`src/rtl/p32_fetch_unit_if.sv`:
```
`default_nettype none
// ============================================================================
// Module      : p32_fetch_unit_if
// Description : Instruction-memory and decode-side signals of the p32 fetch
//               stage.
// Revision    : 1.0 - initial release
// ============================================================================
interface p32_fetch_unit_if;
    // instruction memory handshake
    logic        mem_req;
    logic [31:0] mem_addr;
    logic        mem_ack;
    logic [31:0] mem_rdata;
    // decode handshake and redirects
    logic        dec_valid;
    logic        dec_ready;
    logic [31:0] dec_inst;
    logic [31:0] dec_pc;
    logic        update_pc;
    logic [31:0] new_pc;
    logic        exception;
    logic        addr_error;
    logic [31:0] bad_addr;

    modport master (
        output mem_req, mem_addr, dec_valid, dec_inst, dec_pc, addr_error, bad_addr,
        input  mem_ack, mem_rdata, dec_ready, update_pc, new_pc, exception
    );

    modport slave (
        input  mem_req, mem_addr, dec_valid, dec_inst, dec_pc, addr_error, bad_addr,
        output mem_ack, mem_rdata, dec_ready, update_pc, new_pc, exception
    );
endinterface
`default_nettype wire

```
`src/rtl/p32_fetch_unit.sv`:
```
`default_nettype none
// ============================================================================
// Module      : p32_fetch_unit
// Description : p32 instruction fetch stage: owns the PC, issues one request
//               at a time to instruction memory and presents words to decode.
// Revision    : 1.0 - initial release
// ============================================================================
module p32_fetch_unit #(
    parameter logic [31:0] RESET_PC   = 32'h0000_0000,
    parameter logic [31:0] EXC_VECTOR = 32'h0000_0080
) (
    input  wire logic            m_clock,
    input  wire logic            p_reset,
    p32_fetch_unit_if.master     bus
);

    typedef enum logic [1:0] {
        ST_START = 2'd0,
        ST_REQ   = 2'd1,
        ST_DROP  = 2'd2,
        ST_HOLD  = 2'd3
    } state_t;

    state_t      r_state;
    logic [31:0] r_pc;
    logic [31:0] r_drop_addr;
    logic [31:0] r_dec_inst;
    logic [31:0] r_dec_pc;
    logic        r_addr_error;
    logic [31:0] r_bad_addr;

    logic        w_redirect;
    logic        w_misaligned;
    logic [31:0] w_target;
    logic [31:0] w_pc_inc;

    assign w_redirect   = bus.exception | bus.update_pc;
    assign w_misaligned = bus.update_pc & ~bus.exception & (bus.new_pc[1:0] != 2'b00);
    assign w_target     = (bus.exception | w_misaligned) ? EXC_VECTOR : bus.new_pc;
    assign w_pc_inc     = r_pc + 32'd4;

    always_ff @(posedge m_clock or negedge p_reset) begin
        if (!p_reset) begin
            r_state      <= ST_START;
            r_pc         <= RESET_PC;
            r_drop_addr  <= RESET_PC;
            r_dec_inst   <= 32'd0;
            r_dec_pc     <= 32'd0;
            r_addr_error <= 1'b0;
            r_bad_addr   <= 32'd0;
        end else begin
            r_addr_error <= w_misaligned;
            if (w_misaligned) begin
                r_bad_addr <= bus.new_pc;
            end

            case (r_state)
                ST_START: begin
                    if (w_redirect) begin
                        r_pc <= w_target;
                    end
                    r_state <= ST_REQ;
                end
                ST_REQ: begin
                    if (w_redirect) begin
                        r_pc <= w_target;
                        if (bus.mem_ack) begin
                            r_state <= ST_REQ;
                        end else begin
                            // the in-flight request must finish at its original address
                            r_drop_addr <= r_pc;
                            r_state     <= ST_DROP;
                        end
                    end else if (bus.mem_ack) begin
                        r_dec_inst <= bus.mem_rdata;
                        r_dec_pc   <= w_pc_inc;
                        r_pc       <= w_pc_inc;
                        r_state    <= ST_HOLD;
                    end
                end
                ST_DROP: begin
                    if (w_redirect) begin
                        r_pc <= w_target;
                    end
                    if (bus.mem_ack) begin
                        r_state <= ST_REQ;
                    end
                end
                ST_HOLD: begin
                    if (w_redirect) begin
                        r_pc    <= w_target;
                        r_state <= ST_REQ;
                    end else if (bus.dec_ready) begin
                        r_state <= ST_REQ;
                    end
                end
                default: begin
                    r_state <= ST_START;
                end
            endcase
        end
    end

    assign bus.mem_req    = (r_state == ST_REQ) || (r_state == ST_DROP);
    assign bus.mem_addr   = (r_state == ST_DROP) ? r_drop_addr : r_pc;
    assign bus.dec_valid  = (r_state == ST_HOLD);
    assign bus.dec_inst   = r_dec_inst;
    assign bus.dec_pc     = r_dec_pc;
    assign bus.addr_error = r_addr_error;
    assign bus.bad_addr   = r_bad_addr;

endmodule
`default_nettype wire

```
`src/flat_wrapper.sv`:
```
// flat-port wrapper written by rule: the top's interface ports become plain ports
module p32_fetch_unit_flat 
#(
    parameter logic [31:0] RESET_PC   = 32'h0000_0000,
    parameter logic [31:0] EXC_VECTOR = 32'h0000_0080
)
  (m_clock, p_reset, bus_mem_req, bus_mem_addr, bus_dec_valid, bus_dec_inst, bus_dec_pc, bus_addr_error, bus_bad_addr, bus_mem_ack, bus_mem_rdata, bus_dec_ready, bus_update_pc, bus_new_pc, bus_exception);
  p32_fetch_unit_if bus_i ();
  input  wire logic m_clock;
  input  wire logic p_reset;
  output wire logic [$bits(bus_i.mem_req)-1:0] bus_mem_req;
  output wire logic [$bits(bus_i.mem_addr)-1:0] bus_mem_addr;
  output wire logic [$bits(bus_i.dec_valid)-1:0] bus_dec_valid;
  output wire logic [$bits(bus_i.dec_inst)-1:0] bus_dec_inst;
  output wire logic [$bits(bus_i.dec_pc)-1:0] bus_dec_pc;
  output wire logic [$bits(bus_i.addr_error)-1:0] bus_addr_error;
  output wire logic [$bits(bus_i.bad_addr)-1:0] bus_bad_addr;
  input wire logic [$bits(bus_i.mem_ack)-1:0] bus_mem_ack;
  input wire logic [$bits(bus_i.mem_rdata)-1:0] bus_mem_rdata;
  input wire logic [$bits(bus_i.dec_ready)-1:0] bus_dec_ready;
  input wire logic [$bits(bus_i.update_pc)-1:0] bus_update_pc;
  input wire logic [$bits(bus_i.new_pc)-1:0] bus_new_pc;
  input wire logic [$bits(bus_i.exception)-1:0] bus_exception;
  assign bus_mem_req = bus_i.mem_req;
  assign bus_mem_addr = bus_i.mem_addr;
  assign bus_dec_valid = bus_i.dec_valid;
  assign bus_dec_inst = bus_i.dec_inst;
  assign bus_dec_pc = bus_i.dec_pc;
  assign bus_addr_error = bus_i.addr_error;
  assign bus_bad_addr = bus_i.bad_addr;
  assign bus_i.mem_ack = bus_mem_ack;
  assign bus_i.mem_rdata = bus_mem_rdata;
  assign bus_i.dec_ready = bus_dec_ready;
  assign bus_i.update_pc = bus_update_pc;
  assign bus_i.new_pc = bus_new_pc;
  assign bus_i.exception = bus_exception;
  p32_fetch_unit #(.RESET_PC(RESET_PC), .EXC_VECTOR(EXC_VECTOR)) u_core (.m_clock(m_clock), .p_reset(p_reset), .bus(bus_i));
endmodule
```
`config.mk`:
```
export PLATFORM = sky130hd
export DESIGN_NAME = p32_fetch_unit_flat
export DESIGN_NICKNAME = d
export VERILOG_FILES = /design/src/rtl/p32_fetch_unit_if.sv /design/src/rtl/p32_fetch_unit.sv /design/src/flat_wrapper.sv
export SDC_FILE = /design/constraint.sdc
export NUM_CORES = 1
export LEC_CHECK = 0
export CAP_MARGIN = 10
export CORE_UTILIZATION = 53
export DETAILED_ROUTE_END_ITERATION = 8
export HOLD_SLACK_MARGIN = 0.05
export MAX_ROUTING_LAYER = met4
export PLACE_DENSITY = 0.86
export SETUP_SLACK_MARGIN = 0.05
export SYNTH_ARGS = -nofsm -noshare
export SYNTH_HDL_FRONTEND = slang
export SYNTH_SLANG_ARGS = --single-unit
```
`constraint.sdc`:
```
create_clock -name m_clock -period 3.92 [get_ports m_clock]
set_input_delay 0.392 -clock m_clock [delete_from_list [all_inputs] [get_ports m_clock]]
set_output_delay 0.392 -clock m_clock [all_outputs]
set_load 0.02 [all_outputs]
```
# Yosys cells after proc, flatten, opt, wreduce, memory -nomap -nowiden
# Index checks and enable logic that the tools add are counted.
# totals
reg_bits	163
out_inout_bits	131
# op_classes
n_addsub	1
n_eq_ne	7
mux	13
n_bitwise	7
reduce_logical	8
# ops
cell	n
2-to-1 mux 32 bit	5
one-hot mux 32 bit (2 select lines)	1
adder 32 x 3 -> 32 bit, second input constant	1
2-to-1 mux 2 bit	6
AND reduction 3 bit	3
one-hot mux 2 bit (4 select lines)	1
equality test 2 bit, second input constant	2
!= test 3 x 1 -> 1 bit, second input constant	1
!= test 3 x 2 -> 1 bit, second input constant	1
inverter 1 bit	3
OR reduction 3 bit	1
AND 1 bit	2
equality test 2 x 1 -> 1 bit, second input constant	1
logical NOT 2 bit	1
!= test 2 x 1 -> 1 bit, second input constant	1
!= test 2 bit, second input constant	1
bitwise OR 1 bit	2
AND reduction 2 bit	1
nonzero test 2 bit	1
logical OR 1 bit	1

# Longest topological paths before layout
# Gate-level depths: netlist of run 1.
# depth
word_depth	7
ltp_mapped	9
ltp_nobuf	7

# Worst setup path after synthesis of run 1
# Ideal clock, no wire load.
# synth_path
path_kind	flip-flop to flip-flop
startpoint	register u_core.r_state[1]
endpoint	register u_core.r_pc[10]
setup_ns	0.137
arrival_ns	1.811
setup_slack_ns	1.972
stages_incl_launch_ff	9
path_buffers	2
cell_sequence	dfrtp_1 -> inv_1 -> ha_1 -> nand2b_1 -> and2_1 -> clkbuf_1 -> nor2_1 -> clkbuf_1 -> o21ai_0
# synth_via
elab_chain_len	4
word_cells_on_any_way	9
# synth_lines
item	line	source
from (decl)	p32_fetch_unit.sv:24	state_t r_state;
from (signal assigned)	p32_fetch_unit.sv:44	r_state <= ST_START;
from (signal assigned)	p32_fetch_unit.sv:62	r_state <= ST_REQ;
from (signal assigned)	p32_fetch_unit.sv:68	r_state <= ST_REQ;
equality test 2 bit or logical NOT 2 bit (tied branches)	p32_fetch_unit.sv:57	case (r_state)
OR reduction 3 bit (no line)	n/a	
!= test 2 x 1 -> 1 bit (no line)	n/a	
AND reduction 2 bit (no line)	n/a	
to (signal assigned)	p32_fetch_unit.sv:60	r_pc <= w_target;
to (signal assigned)	p32_fetch_unit.sv:66	r_pc <= w_target;
to (signal assigned)	p32_fetch_unit.sv:77	r_pc <= w_pc_inc;
to (decl)	p32_fetch_unit.sv:25	logic [31:0] r_pc;
# Several ways; a longest one is shown, not always the timed one.
# A chain may end at the register's enable or synchronous reset.

# Final worst setup path of run 1
# layout_path
startpoint	register u_core.r_state[0]
endpoint	output port bus_mem_addr[0]
# layout_via
elab_chain_len	2
# layout_lines
item	line	source
equality test 2 bit	p32_fetch_unit.sv:105	assign bus.mem_addr = (r_state == ST_DROP) ? r_drop_addr : r_pc;
2-to-1 mux 32 bit	p32_fetch_unit.sv:105	
to (decl)	flat_wrapper.sv:12	output wire logic [$bits(bus_i.mem_addr)-1:0] bus_mem_addr;
# No other way between the ends.

==> metrics.txt, run 1 <==
synthesized instance count 735; final setup fails 0; Setup CP Type reg -> out; detailed-route via count 6196; post-CTS setup buffers 0; clock network power share 28.8%; area delta synth->final 35.7%; count of cell types in the netlist 48; Vias/cell 5.61; DRT iter0 DRCs 373; first-pass GRT wire length 32200 microns; Clock Path Buffers 2; # diodes 0; CP Launch Type flip-flop; met2 Use GR 46.6%; Hold WC Path Type in -> async; ys async rst share 100%; H-tree depth 4; global-route met3 utilization 5.90%; largest net degree at the start of global routing 107; Global Route Usage Sum 29.3%; CP max stage cell clkdlybuf4s50_1; worst-path maximum fanout 26; Clock Pin Slew Worst Setup and Hold Paths 0.06 ns; Max Transition Viols Final 0; core footprint 0.0139 sq mm; post-DP HPWL 13900 microns; Rows 43; skew final 0.00664 ns; setup TNS 0 ns; Internal 4000 uW; final net count 987; # hold bufs at CTS 0; RSZ-0062 raised after global routing false; FILL cells 956; CP required 3.53 ns; post-route cell area 0.0103 sq mm; synthesized area 0.00761 sq mm; GRT overflow 0; clk root buf clkbuf_16; worst-skew pair later-pin latency 0.42 ns; antenna violations before repair 0; DRC Markers 0; setup ws final 0.699 ns; Crit path max-delay family buffers and inverters; share of layout cells above drive strength 1 15.9%; Pre-antenna DRT Iters 5; slowest stage delay, CP 0.55 ns; number of max-cap violations 0; post_cts resized 0; most common cell after layout, fill and taps aside clkdlybuf4s50_1; critical-path cell list inv_1 > ha_2 > buf_4 > mux2_2 > clkdlybuf4s50_1; antenna viol nets, final 0; logic gate share of total power 32.4%; Top FF cell, synth dfrtp_1; Synth Net Count 810; Max VDD drop 0.000352 V; sequential-to-total area share from yosys stat 53.6%; achievable frequency 0.310 GHz; Buf/Inv on CP 3; Total Wirelength 20100 microns; die area 0.0148 sq mm; Min Clock Period, post-route 3.22 ns; Leak Pwr 0.00445 uW; Die H 122 microns; critical path arrival 2.83 ns; Seq pwr share 38.8%; final weighted congestion in routability-driven placement 0.853; Worst Tran Pin Value 0.991 ns; outcome finished clean; Pwr Density 571 mW/mm^2; CTS sink cnt 163; TritonCTS Buffers 17; final period utilization 82.2%; TritonCTS clock tree done; PortBufs 200; Starting Density 54.6%; Syn Area/Cell 10.4 sq um; Die W 122 microns; Setup crit end kind output port; flops & latches, synth 163; post-placement worst setup slack 1.16 ns; gr busiest metal met2; sw frac 32.2%; switching pwr 1900 uW; count of final hold-check violations 0; WHS 0.0833 ns; wire per inst 18.2 microns; num ports 201; placed inst area 0.00973 sq mm; yosys warns 0; EDFF count, synth 0; vias in the first global route 6133; relative slew slack 34.0%; most frequent cells in the layout clkdlybuf4s50_1 (199), nand2_1 (172), dfrtp_1 (163), mux2_2 (92), o21ai_0 (54); GR Util met1 37.6%
## state kept, by name, summed over array words and instances (netlist names)
register               count
u_core.bus.dec_inst       32
u_core.r_drop_addr        32
u_core.r_state             2
u_core.bus.dec_pc         32
u_core.bus.addr_error      1
u_core.bus.bad_addr       32
u_core.r_pc               32
## cell type report
type | count | area, sq um | area share, %
clock inverters | 9 | 129 | 1.25
repair buffers | 210 | 2080 | 20.1
inverters | 8 | 30.0 | 0.291
clock buffers | 22 | 474 | 4.59
well taps | 180 | 225 | 2.18
flip-flops and latches | 163 | 4080 | 39.5
multi-input cells | 512 | 3310 | 32.1
## synthesized netlist by cell type (2+ instances only)
library cell / n / share of area, %
nor4_1: 8 / 0.66
and3_1: 9 / 0.74
a22oi_1: 6 / 0.59
xnor2_1: 26 / 3.0
and4_1: 3 / 0.35
clkbuf_2: 2 / 0.13
clkbuf_1: 33 / 1.6
nand3_1: 15 / 0.99
a21oi_1: 18 / 1.2
a22o_1: 2 / 0.23
xor2_1: 10 / 1.2
and2_1: 4 / 0.33
o211ai_1: 3 / 0.30
nor3_1: 17 / 1.1
inv_1: 8 / 0.39
a31oi_1: 3 / 0.25
ha_1: 5 / 0.82
or4_4: 2 / 0.30
buf_2: 14 / 0.92
o2bb2ai_1: 7 / 0.81
nand2_1: 172 / 8.5
nand4_1: 10 / 0.82
nor2_1: 22 / 1.1
o21ai_0: 54 / 3.6
o22ai_1: 4 / 0.33
buf_1: 2 / 0.099
dfrtp_1: 163 / 54
mux2_2: 92 / 14
or3_1: 2 / 0.16
## stage by stage
stage	power, uW	cells	utilization, %
2_1_floorplan	3270	735	-
3_3_place_gp	4180	1073	69.8
6_report	5900	1104	74.1
3_5_place_dp	4240	1073	69.8
5_1_grt	6180	1104	74.1
4_1_cts	5930	1104	74.1
## cell families after synthesis
group           after synthesis  synth area share [%]
simple gates                273                  16.3
mux                          92                  13.6
fa+ha+maj                     5                 0.822
xor+xnor                     36                  4.14
compound gates              106                  8.28
flops                       163                  53.6
buf+inv                      60                  3.27
## per-layer routing
| metal | vias to the layer above | wire, microns |
|---|---|---|
| met5 | - | 0 |
| met4 | 0 | 305 |
| met3 | 29 | 1540 |
| met2 | 247 | 9780 |
| met1 | 3038 | 8500 |
| li1 | 2882 | - |
## worst paths after layout
check / cells past startpoint / from / slack [ns] / to
setup / recovery: 5 / u_core.r_state[0]$_DFFE_PN0P_ / 0.70 / bus_mem_addr[0]
max in group asynchronous: 2 / p_reset / 2.86 / u_core.bus.dec_inst[8]$_DFFE_PN0P_
setup reg to reg: 6 / u_core.r_pc[2]$_DFFE_PN0P_ / 1.46 / u_core.bus.dec_pc[26]$_DFFE_PN0P_
hold / removal: 1 / p_reset / 0.08 / u_core.bus.bad_addr[16]$_DFFE_PN0P_
min in group m_clock: 2 / u_core.bus.dec_pc[0]$_DFFE_PN0P_ / 0.47 / u_core.bus.dec_pc[0]$_DFFE_PN0P_
hold reg to reg: 2 / u_core.bus.dec_pc[0]$_DFFE_PN0P_ / 0.47 / u_core.bus.dec_pc[0]$_DFFE_PN0P_
## worst register-to-register path, delay by kind of cell (launching register included)
kind,cells,cell delay (ns)
simple gates,3,1.09
compound gates,1,0.15
fa+ha+maj,1,0.33
xor+xnor,1,0.24
flops,1,0.56
## power groups by stage
stage	Combinational (uW)	Clock [uW]	Sequential, uW
floorplan	662	0	2600
finish	1910	1700	2290
detailed placement	1920	0	2310
CTS	1930	1710	2290
global route	2050	1790	2330
global placement	1880	0	2290
Power figures use the tool's default switching activity.
==> inputs of run 2 (changes only) <==
- CORE_UTILIZATION: 53 -> 44
- PLACE_DENSITY: 0.86 -> 0.76
- clock period: 3.92 -> 2.8 ns (I/O delays scaled with it)
==> run 2 against run 1 <==
Sequential share of layout area decreased by 0.51 points. Sequential cell count is the same. Cell area rose by 1.3%. The run now ends with negative hold slack left. Register-to-register slack worse by 1.1 ns. Critical path depth unchanged. Via count is essentially flat. Routed wire length rose by 1.4%. Critical endpoint is now bus_mem_addr[22]. Non-clock buffer count is 7 higher. First-iteration DRC count increased by 18%. Worst hold slack got worse by 0.085 ns. Die area grew 20%. Total power up 40%.
==> metrics.txt, run 2 (same netlist as run 1, synthesis figures left out) <==
outcome complete, but fails checks; failing checks negative hold slack; final net count 994 (+0.71%); Die W 134 microns (+9.6%); clk root buf clkbuf_16; DRC Markers 0 (unchanged); post-CTS setup buffers 0 (unchanged); Buf/Inv on CP 3 (unchanged); most frequent cells in the layout clkdlybuf4s50_1 (199), nand2_1 (172), dfrtp_1 (163), mux2_2 (92), o21ai_0 (54); wire length on met3 1520 microns (-1.2%); final setup fails 0 (unchanged); WHS -0.00220 ns (-0.0855 ns); die area 0.0178 sq mm (+20%); largest net degree at the start of global routing 164 (+53%); worst-path maximum fanout 25 (-3.8%); Setup CP Type reg -> out; # hold bufs at CTS 0 (unchanged); GRT overflow 0 (unchanged); r2r worst-path depth 6 (unchanged); Leak Pwr 0.00449 uW (+0.98%); CP Launch Type flip-flop; slowest stage delay, CP 0.55 ns (about the same); Worst Tran Pin Value 0.867 ns (-0.124 ns); vias in the first global route 6165 (+0.52%); critical path depth in cells 5 (unchanged); Max Transition Viols Final 0 (unchanged); antenna violations before repair 0 (unchanged); PortBufs 200 (unchanged); count of final hold-check violations 1 (+1); antenna viol nets, final 0 (unchanged); Crit path max-delay family buffers and inverters; Clock Pin Slew Worst Setup and Hold Paths 0.06 ns (about the same); critical path arrival 2.36 ns (-0.47 ns); number of max-cap violations 0 (unchanged); skew final 0.0118 ns (+0.00513 ns); final weighted congestion in routability-driven placement 0.854 (about the same); DRT iter0 DRCs 442 (+18%); share of layout cells above drive strength 1 16.8% (+0.85 points); uppermost layer routed met4; CTS sink cnt 163 (unchanged); wire per inst 17.7 microns (-2.7%); worst-skew pair later-pin latency 0.43 ns (about the same); Layout Cells excl Fill 1151 (+4.3%); relative slew slack 42.2% (+8.3 points); Global Route Usage Sum 24.5% (-4.8 points); Clock Path Buffers 2 (unchanged); most common cell after layout, fill and taps aside clkdlybuf4s50_1; Pwr Density 791 mW/mm^2 (+38%); Die H 134 microns (+9.6%); placed cells 1120 (+4.4%); Max VDD drop 0.000437 V (+24%); setup TNS 0 ns (unchanged); Total Wirelength 20400 microns (+1.4%); first-pass GRT wire length 32800 microns (+1.9%); achievable frequency 0.378 GHz; Starting Density 45.4% (-9.2 points); TritonCTS clock tree done; area delta synth->final 37.5%; # diodes 0 (unchanged); detailed-route via count 6199 (+0.048%); num ports 201 (unchanged); CP required 2.52 ns (-1.01 ns); post-DP HPWL 13600 microns (-1.8%); core footprint 0.0168 sq mm (+20%); Vias/cell 5.39 (-4.0%); TritonCTS Buffers 17 (unchanged); met1 wire length 9020 microns (+6.1%); H-tree depth 4 (unchanged); Pre-antenna DRT Iters 5 (unchanged); final period utilization 94.5%; RSZ-0062 raised after global routing false; metal2 WL 9500 microns (-2.9%); Hold WC Path Type in -> async; Min Clock Period, post-route 2.64 ns; CP max stage cell clkdlybuf4s50_1; Setup crit end kind output port; post_cts resized 0 (unchanged); critical-path cell list inv_1 > ha_2 > buf_6 > mux2_2 > clkdlybuf4s50_1; Rows 47 (+9.3%)
-- run 2: cell types whose count changed in the layout (fill, tap and decap cells not counted), sizes merged --
| cell | delta |
|---|---|
| buf | +7 |
| bufinv | -1 |
| clkbuf | -2 |
| clkinvlp | +1 |
| inv | +2 |
-- run 2: worst reg2reg max path: cells and delay by family, from the launching register on --
| family | cells | cell delay [ns] |
|---|---|---|
| adders and majority gates | 1 | 0.32 |
| DFF | 1 | 0.46 |
| and+or+nand+nor | 3 | 1.26 |
| AOI/OAI and AO/OA | 1 | 0.09 |
| xor gates and xnor gates | 1 | 0.15 |
-- run 2: cell type report --
cell class	count	area, sq um
Inverter	8	30.0
Tap cell	220	275
Fill cell	1383	6290
Multi-Input combinational cell	512	3310
Clock buffer	20	467
Sequential cell	163	4080
Timing Repair Buffer	217	2170
Clock inverter	11	128
-- run 2: per-stage QoR --
step                      power, uW  area, sq um  setup slack (ns)  util [%]  hold slack (ns)
final                          8280        10500             0.155      62.4         -0.00220
after global routing           8670        10500            0.0665      62.4            0.102
after CTS                      8320        10500            0.0704      62.4           0.0682
after detailed placement       5950         9870             0.382      58.9            0.461
after global placement         5900         9870             0.410      58.9            0.456
after floorplan                4570         7610             0.852         -          -0.0156
-- run 2: path summary, 6_finish.rpt --
check / startpoint / to / slack, ns
min reg2reg: u_core.bus.dec_inst[2]$_DFFE_PN0P_ / u_core.bus.dec_inst[2]$_DFFE_PN0P_ / 0.47
max: u_core.r_state[0]$_DFFE_PN0P_ / bus_mem_addr[22] / 0.16
min in group m_clock: bus_mem_rdata[1] / u_core.bus.dec_inst[1]$_DFFE_PN0P_ / 0.38
max reg2reg: u_core.r_pc[3]$_DFFE_PN0P_ / u_core.r_pc[18]$_DFFE_PN0P_ / 0.41
max in group asynchronous: p_reset / u_core.bus.dec_pc[12]$_DFFE_PN0P_ / 2.19
min: p_reset / u_core.bus.dec_inst[16]$_DFFE_PN0P_ / -0.002
-- run 2: metal layers --
metal | up-vias | GRT usage (%)
li1 | 2909 | -
met1 | 2974 | 32.2
met2 | 281 | 37.7
met3 | 35 | 5.33
met4 | 0 | 8.08
met5 | - | -
-- run 2: power breakdown --
part	internal, uW	switching, uW
Sequential	2870	314
Clock	1380	987
Combinational	1300	1430
==> inputs of run 3 (changes only) <==
- CAP_MARGIN: 10 -> 20
==> results of run 3 <==
Final layout, timing and power as in run 2 (identical DEF).
